[config.mk]
export PLATFORM = sky130hd
export DESIGN_NAME = sl_fifo_scheduler
export DESIGN_NICKNAME = d
export VERILOG_FILES = /design/src/rtl/sl_fifo_scheduler.sv
export SDC_FILE = /design/constraint.sdc
export NUM_CORES = 1
export LEC_CHECK = 0
export ABC_AREA = 0
export BUFFER_PORTS_ARGS = -buffer_cell sky130_fd_sc_hd__buf_2
export CAP_MARGIN = 20
export CORE_ASPECT_RATIO = 0.8
export CORE_MARGIN = 2
export CORE_UTILIZATION = 56
export CTS_CLUSTER_SIZE = 28
export DETAILED_ROUTE_END_ITERATION = 16
export PLACE_DENSITY = 0.85
export SLEW_MARGIN = 0
export SYNTH_ARGS = -nofsm -noshare
export SYNTH_HDL_FRONTEND = slang
export SYNTH_SLANG_ARGS = --single-unit
[constraint.sdc]
create_clock -name pclk -period 3.8 [get_ports pclk]
set_input_delay 0.19 -clock pclk [delete_from_list [all_inputs] [get_ports pclk]]
set_output_delay 0.19 -clock pclk [all_outputs]
set_load 0.01 [all_outputs]
[src/rtl/sl_fifo_scheduler.sv]
// Command/response FIFO controller for the SL transceiver: dispatches popped command words
// and round-robin arbitrates rx data, status changes and register echoes into the response FIFO.
module sl_fifo_scheduler #(
    parameter int unsigned CONFIG_REG_WIDTH  = 16,
    parameter int unsigned STATUS_REG_WIDTH  = 16,
    parameter int unsigned CHANNEL_REG_WIDTH = 2
) (
    input  logic                         pclk,
    input  logic                         preset_n,
    input  logic                         cmd_fifo_empty,
    input  logic [33:0]                  cmd_fifo_rdata,
    output logic                         cmd_fifo_inc,
    input  logic                         rsp_fifo_full,
    output logic [33:0]                  rsp_fifo_wdata,
    output logic                         rsp_fifo_inc,
    output logic [CONFIG_REG_WIDTH-1:0]  config_out,
    output logic [CHANNEL_REG_WIDTH-1:0] channel_out,
    output logic [STATUS_REG_WIDTH-1:0]  status_out,
    input  logic [STATUS_REG_WIDTH-1:0]  status_set,
    output logic                         tx_valid,
    output logic [31:0]                  tx_data,
    input  logic                         tx_ready,
    input  logic                         rx_valid,
    input  logic [31:0]                  rx_data,
    output logic                         rx_ready
);

    localparam int unsigned DATA_W = 32;

    localparam logic [1:0] MOD_CONFIG  = 2'd0;
    localparam logic [1:0] MOD_DATA    = 2'd1;
    localparam logic [1:0] MOD_STATUS  = 2'd2;
    localparam logic [1:0] MOD_CHANNEL = 2'd3;

    localparam logic [1:0] REQ_RX     = 2'd0;
    localparam logic [1:0] REQ_STATUS = 2'd1;
    localparam logic [1:0] REQ_ECHO   = 2'd2;

    typedef struct packed {
        logic [1:0]        modifier;
        logic [DATA_W-1:0] data;
    } word_t;

    typedef enum logic [1:0] {C_IDLE, C_EXEC, C_TX} cstate_t;

    cstate_t                     state, state_nxt;
    word_t                       cmd_r;
    word_t                       rsp_word_c;
    logic                        echo_pend;
    logic [1:0]                  echo_sel;
    logic [STATUS_REG_WIDTH-1:0] status_r;
    logic                        status_dirty;
    logic [DATA_W-1:0]           rx_hold;
    logic                        rx_hold_v;
    logic [1:0]                  rr_ptr;

    logic       pop_c, exec_c, tx_done_c;
    logic       exec_cfg_c, exec_chn_c, exec_sts_c, exec_dat_c;
    logic [3:0] req_c;
    logic [1:0] p1_c, p2_c, gnt_idx_c;
    logic       gnt_v_c, gnt_rx_c, gnt_sts_c, gnt_echo_c;
    logic       new_bits_c;

    function automatic logic [1:0] rr_next(input logic [1:0] p);
        return (p == 2'd2) ? 2'd0 : p + 2'd1;
    endfunction

    // State register
    always_ff @(posedge pclk or negedge preset_n) begin
        if (!preset_n) state <= C_IDLE;
        else           state <= state_nxt;
    end

    // Next-state logic; pops are held off while an echo is still waiting
    always_comb begin
        state_nxt = state;
        case (state)
            C_IDLE:  if (!cmd_fifo_empty && !echo_pend) state_nxt = C_EXEC;
            C_EXEC:  state_nxt = (cmd_r.modifier == MOD_DATA) ? C_TX : C_IDLE;
            C_TX:    if (tx_valid && tx_ready) state_nxt = C_IDLE;
            default: state_nxt = C_IDLE;
        endcase
    end

    // Output decode of the command FSM
    always_comb begin
        pop_c     = 1'b0;
        exec_c    = 1'b0;
        tx_done_c = 1'b0;
        case (state)
            C_IDLE:  pop_c     = !cmd_fifo_empty && !echo_pend;
            C_EXEC:  exec_c    = 1'b1;
            C_TX:    tx_done_c = tx_valid && tx_ready;
            default: ;
        endcase
    end

    assign exec_cfg_c = exec_c && (cmd_r.modifier == MOD_CONFIG);
    assign exec_chn_c = exec_c && (cmd_r.modifier == MOD_CHANNEL);
    assign exec_sts_c = exec_c && (cmd_r.modifier == MOD_STATUS);
    assign exec_dat_c = exec_c && (cmd_r.modifier == MOD_DATA);

    // Round-robin grant starting at rr_ptr; blocked the cycle after a push
    assign req_c = {1'b0, echo_pend, status_dirty, rx_hold_v};
    always_comb begin
        gnt_v_c   = 1'b0;
        gnt_idx_c = rr_ptr;
        p1_c      = rr_next(rr_ptr);
        p2_c      = rr_next(p1_c);
        if (!rsp_fifo_full && !rsp_fifo_inc) begin
            if (req_c[rr_ptr]) begin
                gnt_v_c   = 1'b1;
                gnt_idx_c = rr_ptr;
            end else if (req_c[p1_c]) begin
                gnt_v_c   = 1'b1;
                gnt_idx_c = p1_c;
            end else if (req_c[p2_c]) begin
                gnt_v_c   = 1'b1;
                gnt_idx_c = p2_c;
            end
        end
    end

    assign gnt_rx_c   = gnt_v_c && (gnt_idx_c == REQ_RX);
    assign gnt_sts_c  = gnt_v_c && (gnt_idx_c == REQ_STATUS);
    assign gnt_echo_c = gnt_v_c && (gnt_idx_c == REQ_ECHO);

    always_comb begin
        rsp_word_c = '0;
        case (gnt_idx_c)
            REQ_RX: begin
                rsp_word_c.modifier = MOD_DATA;
                rsp_word_c.data     = rx_hold;
            end
            REQ_STATUS: begin
                rsp_word_c.modifier = MOD_STATUS;
                rsp_word_c.data     = DATA_W'(status_r);
            end
            REQ_ECHO: begin
                rsp_word_c.modifier = echo_sel;
                rsp_word_c.data     = (echo_sel == MOD_CONFIG) ? DATA_W'(config_out)
                                                               : DATA_W'(channel_out);
            end
            default: ;
        endcase
    end

    assign new_bits_c = |(status_set & ~status_r);
    assign status_out = status_r;
    assign rx_ready   = !rx_hold_v;

    // Datapath and registered outputs
    always_ff @(posedge pclk or negedge preset_n) begin
        if (!preset_n) begin
            cmd_fifo_inc   <= 1'b0;
            cmd_r          <= '0;
            config_out     <= '0;
            channel_out    <= '0;
            echo_pend      <= 1'b0;
            echo_sel       <= MOD_CONFIG;
            tx_valid       <= 1'b0;
            tx_data        <= '0;
            status_r       <= '0;
            status_dirty   <= 1'b0;
            rx_hold        <= '0;
            rx_hold_v      <= 1'b0;
            rsp_fifo_inc   <= 1'b0;
            rsp_fifo_wdata <= '0;
            rr_ptr         <= 2'd0;
        end else begin
            cmd_fifo_inc <= pop_c;
            if (pop_c) cmd_r <= cmd_fifo_rdata;

            if (exec_cfg_c) config_out  <= cmd_r.data[CONFIG_REG_WIDTH-1:0];
            if (exec_chn_c) channel_out <= cmd_r.data[CHANNEL_REG_WIDTH-1:0];

            if (exec_cfg_c || exec_chn_c) begin
                echo_pend <= 1'b1;
                echo_sel  <= cmd_r.modifier;
            end else if (gnt_echo_c) begin
                echo_pend <= 1'b0;
            end

            if (exec_dat_c) begin
                tx_data  <= cmd_r.data;
                tx_valid <= 1'b1;
            end else if (tx_done_c) begin
                tx_valid <= 1'b0;
            end

            // Set pulses are OR-ed after the clear so they win on the same bit
            if (exec_sts_c) status_r <= (status_r & ~cmd_r.data[STATUS_REG_WIDTH-1:0]) | status_set;
            else            status_r <= status_r | status_set;

            if (new_bits_c)     status_dirty <= 1'b1;
            else if (gnt_sts_c) status_dirty <= 1'b0;

            if (rx_valid && !rx_hold_v) begin
                rx_hold   <= rx_data;
                rx_hold_v <= 1'b1;
            end else if (gnt_rx_c) begin
                rx_hold_v <= 1'b0;
            end

            rsp_fifo_inc   <= gnt_v_c;
            rsp_fifo_wdata <= gnt_v_c ? rsp_word_c : '0;
            if (gnt_v_c) rr_ptr <= rr_next(gnt_idx_c);
        end
    end

endmodule

==> out/metrics.cfg <==
[run_status]
status = complete, no violations

[floorplanning]
initial_core_util_pct = 57.2
die_w_um = 129
io_pins = 192
fp.coreArea_um2 = 12200
dieArea_um2 = 13300
rows = 36
die_h_um = 104

[grt]
use_met1_pct = 34.8
grt_max_degree = 119
grt_pass1_vias = 5304
grt_pass1_wl_um = 28000
use_met3_pct = 8.01
grt_antenna_before_repair = 0
grt_use_total_pct = 27.8
grt-busiest-layer = met2
grt-ovfl-total = 0
use_met2_pct = 45.3

[worst_setup_path]
r2r_end = rsp_fifo_wdata[9]$_DFF_PN0_
reg2reg_depth = 5
start_kind = flip-flop
cp.required_ns = 4.16
crit_chain = nor2b_1 -> o21ai_0 -> o311a_4 -> nor4_4 -> a21o_1
end_kind = flip-flop
crit_buf_inv = 0
crit_arrival_ns = 2.72
r2r_slack_ns = 1.44
slowest_delay_ns = 0.74
criticalPathCategory = reg -> reg
path_max_fanout = 14
cp_slowest_cell = nor4_4
reg2reg_from = echo_pend$_DFFE_PN0P_
path_delay_family = simple AND/OR/NAND/NOR gates

[clock_network]
clkSlewWorstSetupHoldPaths_ns = 0.07
worstSkewPairLatency_ns = 0.43
cts-root-buf = clkbuf_16
cts.sinks = 178
postCtsSetupRepairBufs = 0
numCtsBuffers = 17
cts_resized = 0
cts_tree = done
cts_max_path_buffers = 2
h-tree-depth = 4

[timing]
finalHoldViolCount = 0
finClkSkew_ns = 0.0116
rsz0062_at_grt = no
worst_slack_ns = 1.44
slew_headroom_pct = 30.7
fin_crit_ns = 2.36
report.final.slew_viol_count = 0
final.setup.tns_ns = 0
max_freq_mhz = 424
tightestPinTransition_ns = 1.04
layout_worst_path_cycle_share_pct = 62.1
setup_violations = 0

[logic_synthesis]
async_reset_ff_share_pct = 100
synth_nets = 573
ys_types = 39
netlist_area_um2 = 6960
ys_ff_latch = 178
ys_seq_area_share_pct = 64.0
synth_edf_count = 0
ys_warn_count = 0
syn_area_per_cell_um2 = 14.4
ys.flop_type = dfrtp_1
synthCells = 485

[power_and_ir_drop]
p_leak_nw = 4.62
finalPower_w = 0.00732
power_density_nw_per_um2 = 777
ir_worst_vdd_uv = 490

[drt]
final_antenna_net_count = 0
vias = 5008
via_per_inst = 5.47
firstDrtPassIters = 7
routed_wl_um = 17800
drt_iter0_drc = 336
drc_errors = 0
wl_per_cell_um = 19.5

[finish]
syn2layout_area_growth_pct = 35.4
antennaDiodeCount = 0
mostFrequentLayoutCell = buf_2
utilization_pct = 77.5
stdcell_area_um2 = 9430
mostFrequentLayoutCells = buf_2 (190), dfrtp_1 (178), mux2_2 (117)
drive_gt1_share_pct = 46.4
nets = 838

[worst_hold_path]
hp-start = rx_data[30]
holdPathStages = 2
min_delay_worst_endpoint = rx_hold[30]$_DFFE_PN0P_
min_path_type = in -> reg

[place]
pre_cts_ws_ns = 1.47
gp_congestion = 0.895
post_dp_cell_area_um2 = 8080
dp_hpwl_um = 11600
port_buffers = 191

[job]
drv_cap = 0

where the power goes:
part	leakage, nW	internal, W	total [W]	switching [W]
registers	2.15	0.00268	0.00327	0.000583
logic	2.19	0.00122	0.00228	0.00106
clock network	0.281	0.00105	0.00178	0.000727
flip-flops by register name (all words and copies together), names as in the netlist:
signal          count
cmd_r              34
rsp_fifo_wdata     34
rx_hold            32
tx_data            32
config_out         16
status_out         16
channel_out         2
echo_sel            2
rr_ptr              2
state               2
cmd_fifo_inc        1
echo_pend           1
rsp_fifo_inc        1
rx_hold_v           1
status_dirty        1
tx_valid            1
cell type report:
class	instances	area, um^2
inverters	20	75.1
well taps	152	190
clock buffers	19	443
multi-input cells	264	2340
flip-flops and latches	178	4450
fillers	717	2740
repair buffers	269	1760
clock inverters	13	160
logic make-up after synthesis:
logic type,Yosys count,share of synthesized area [%]
AOI/OAI and AO/OA,76,8.48
buffers and inverters,43,2.62
muxes,120,19.4
DFF,178,64.0
and+or+nand+nor,68,5.54
what timing repair did:
item,4_1_cts,5_1_grt
endpoints found under the setup margin,0,0
hold endpoints to repair,183,4
hold buffers,67,4
per-stage QoR:
step,std cells,hold WS [ns]
global placement,811,0.382
detailed placement,811,0.389
CTS,910,0.000820
global route,915,0.00233
finish,915,0.00500
floorplan,485,-0.106
layer usage:
metal / vias up / routed length, um
li1: 2240 / -
met1: 2541 / 7060
met2: 181 / 8990
met3: 46 / 1210
met4: 0 / 567
met5: - / 0
worst max path at each step:
stage	start	to	slack (ns)	cells past startpoint
after detailed placement	echo_pend$_DFFE_PN0P_	rsp_fifo_wdata[14]$_DFF_PN0_	1.47	5
after CTS	echo_pend$_DFFE_PN0P_	rsp_fifo_wdata[14]$_DFF_PN0_	1.47	5
final	echo_pend$_DFFE_PN0P_	rsp_fifo_wdata[9]$_DFF_PN0_	1.44	5
after floorplan	rsp_fifo_inc$_DFF_PN0_	rsp_fifo_wdata[33]$_DFF_PN0_	2.05	4
after global placement	echo_pend$_DFFE_PN0P_	rsp_fifo_wdata[4]$_DFF_PN0_	1.64	5
after global routing	echo_pend$_DFFE_PN0P_	rsp_fifo_wdata[9]$_DFF_PN0_	1.34	5
cell usage after synthesis, types with 2 or more instances:
master	number	area, um^2
o22ai_1	6	37.5
nor3b_1	2	15.0
mux2_2	117	1320
nor2b_1	4	25.0
nor3_1	2	10.0
nor4_1	2	12.5
nor2_1	9	33.8
o32ai_1	2	17.5
nand2_1	23	86.3
inv_1	20	75.1
o21bai_1	2	15.0
a221oi_1	2	17.5
nor4_4	2	42.5
and2_1	16	100
nand2b_1	2	12.5
dfrtp_1	178	4450
a21oi_1	3	15.0
mux2i_1	2	20.0
a22o_1	14	123
buf_2	14	70.1
clkbuf_1	8	30.0
o21ai_0	5	25.0
a21o_1	34	255
Power figures use the tool's default switching activity.
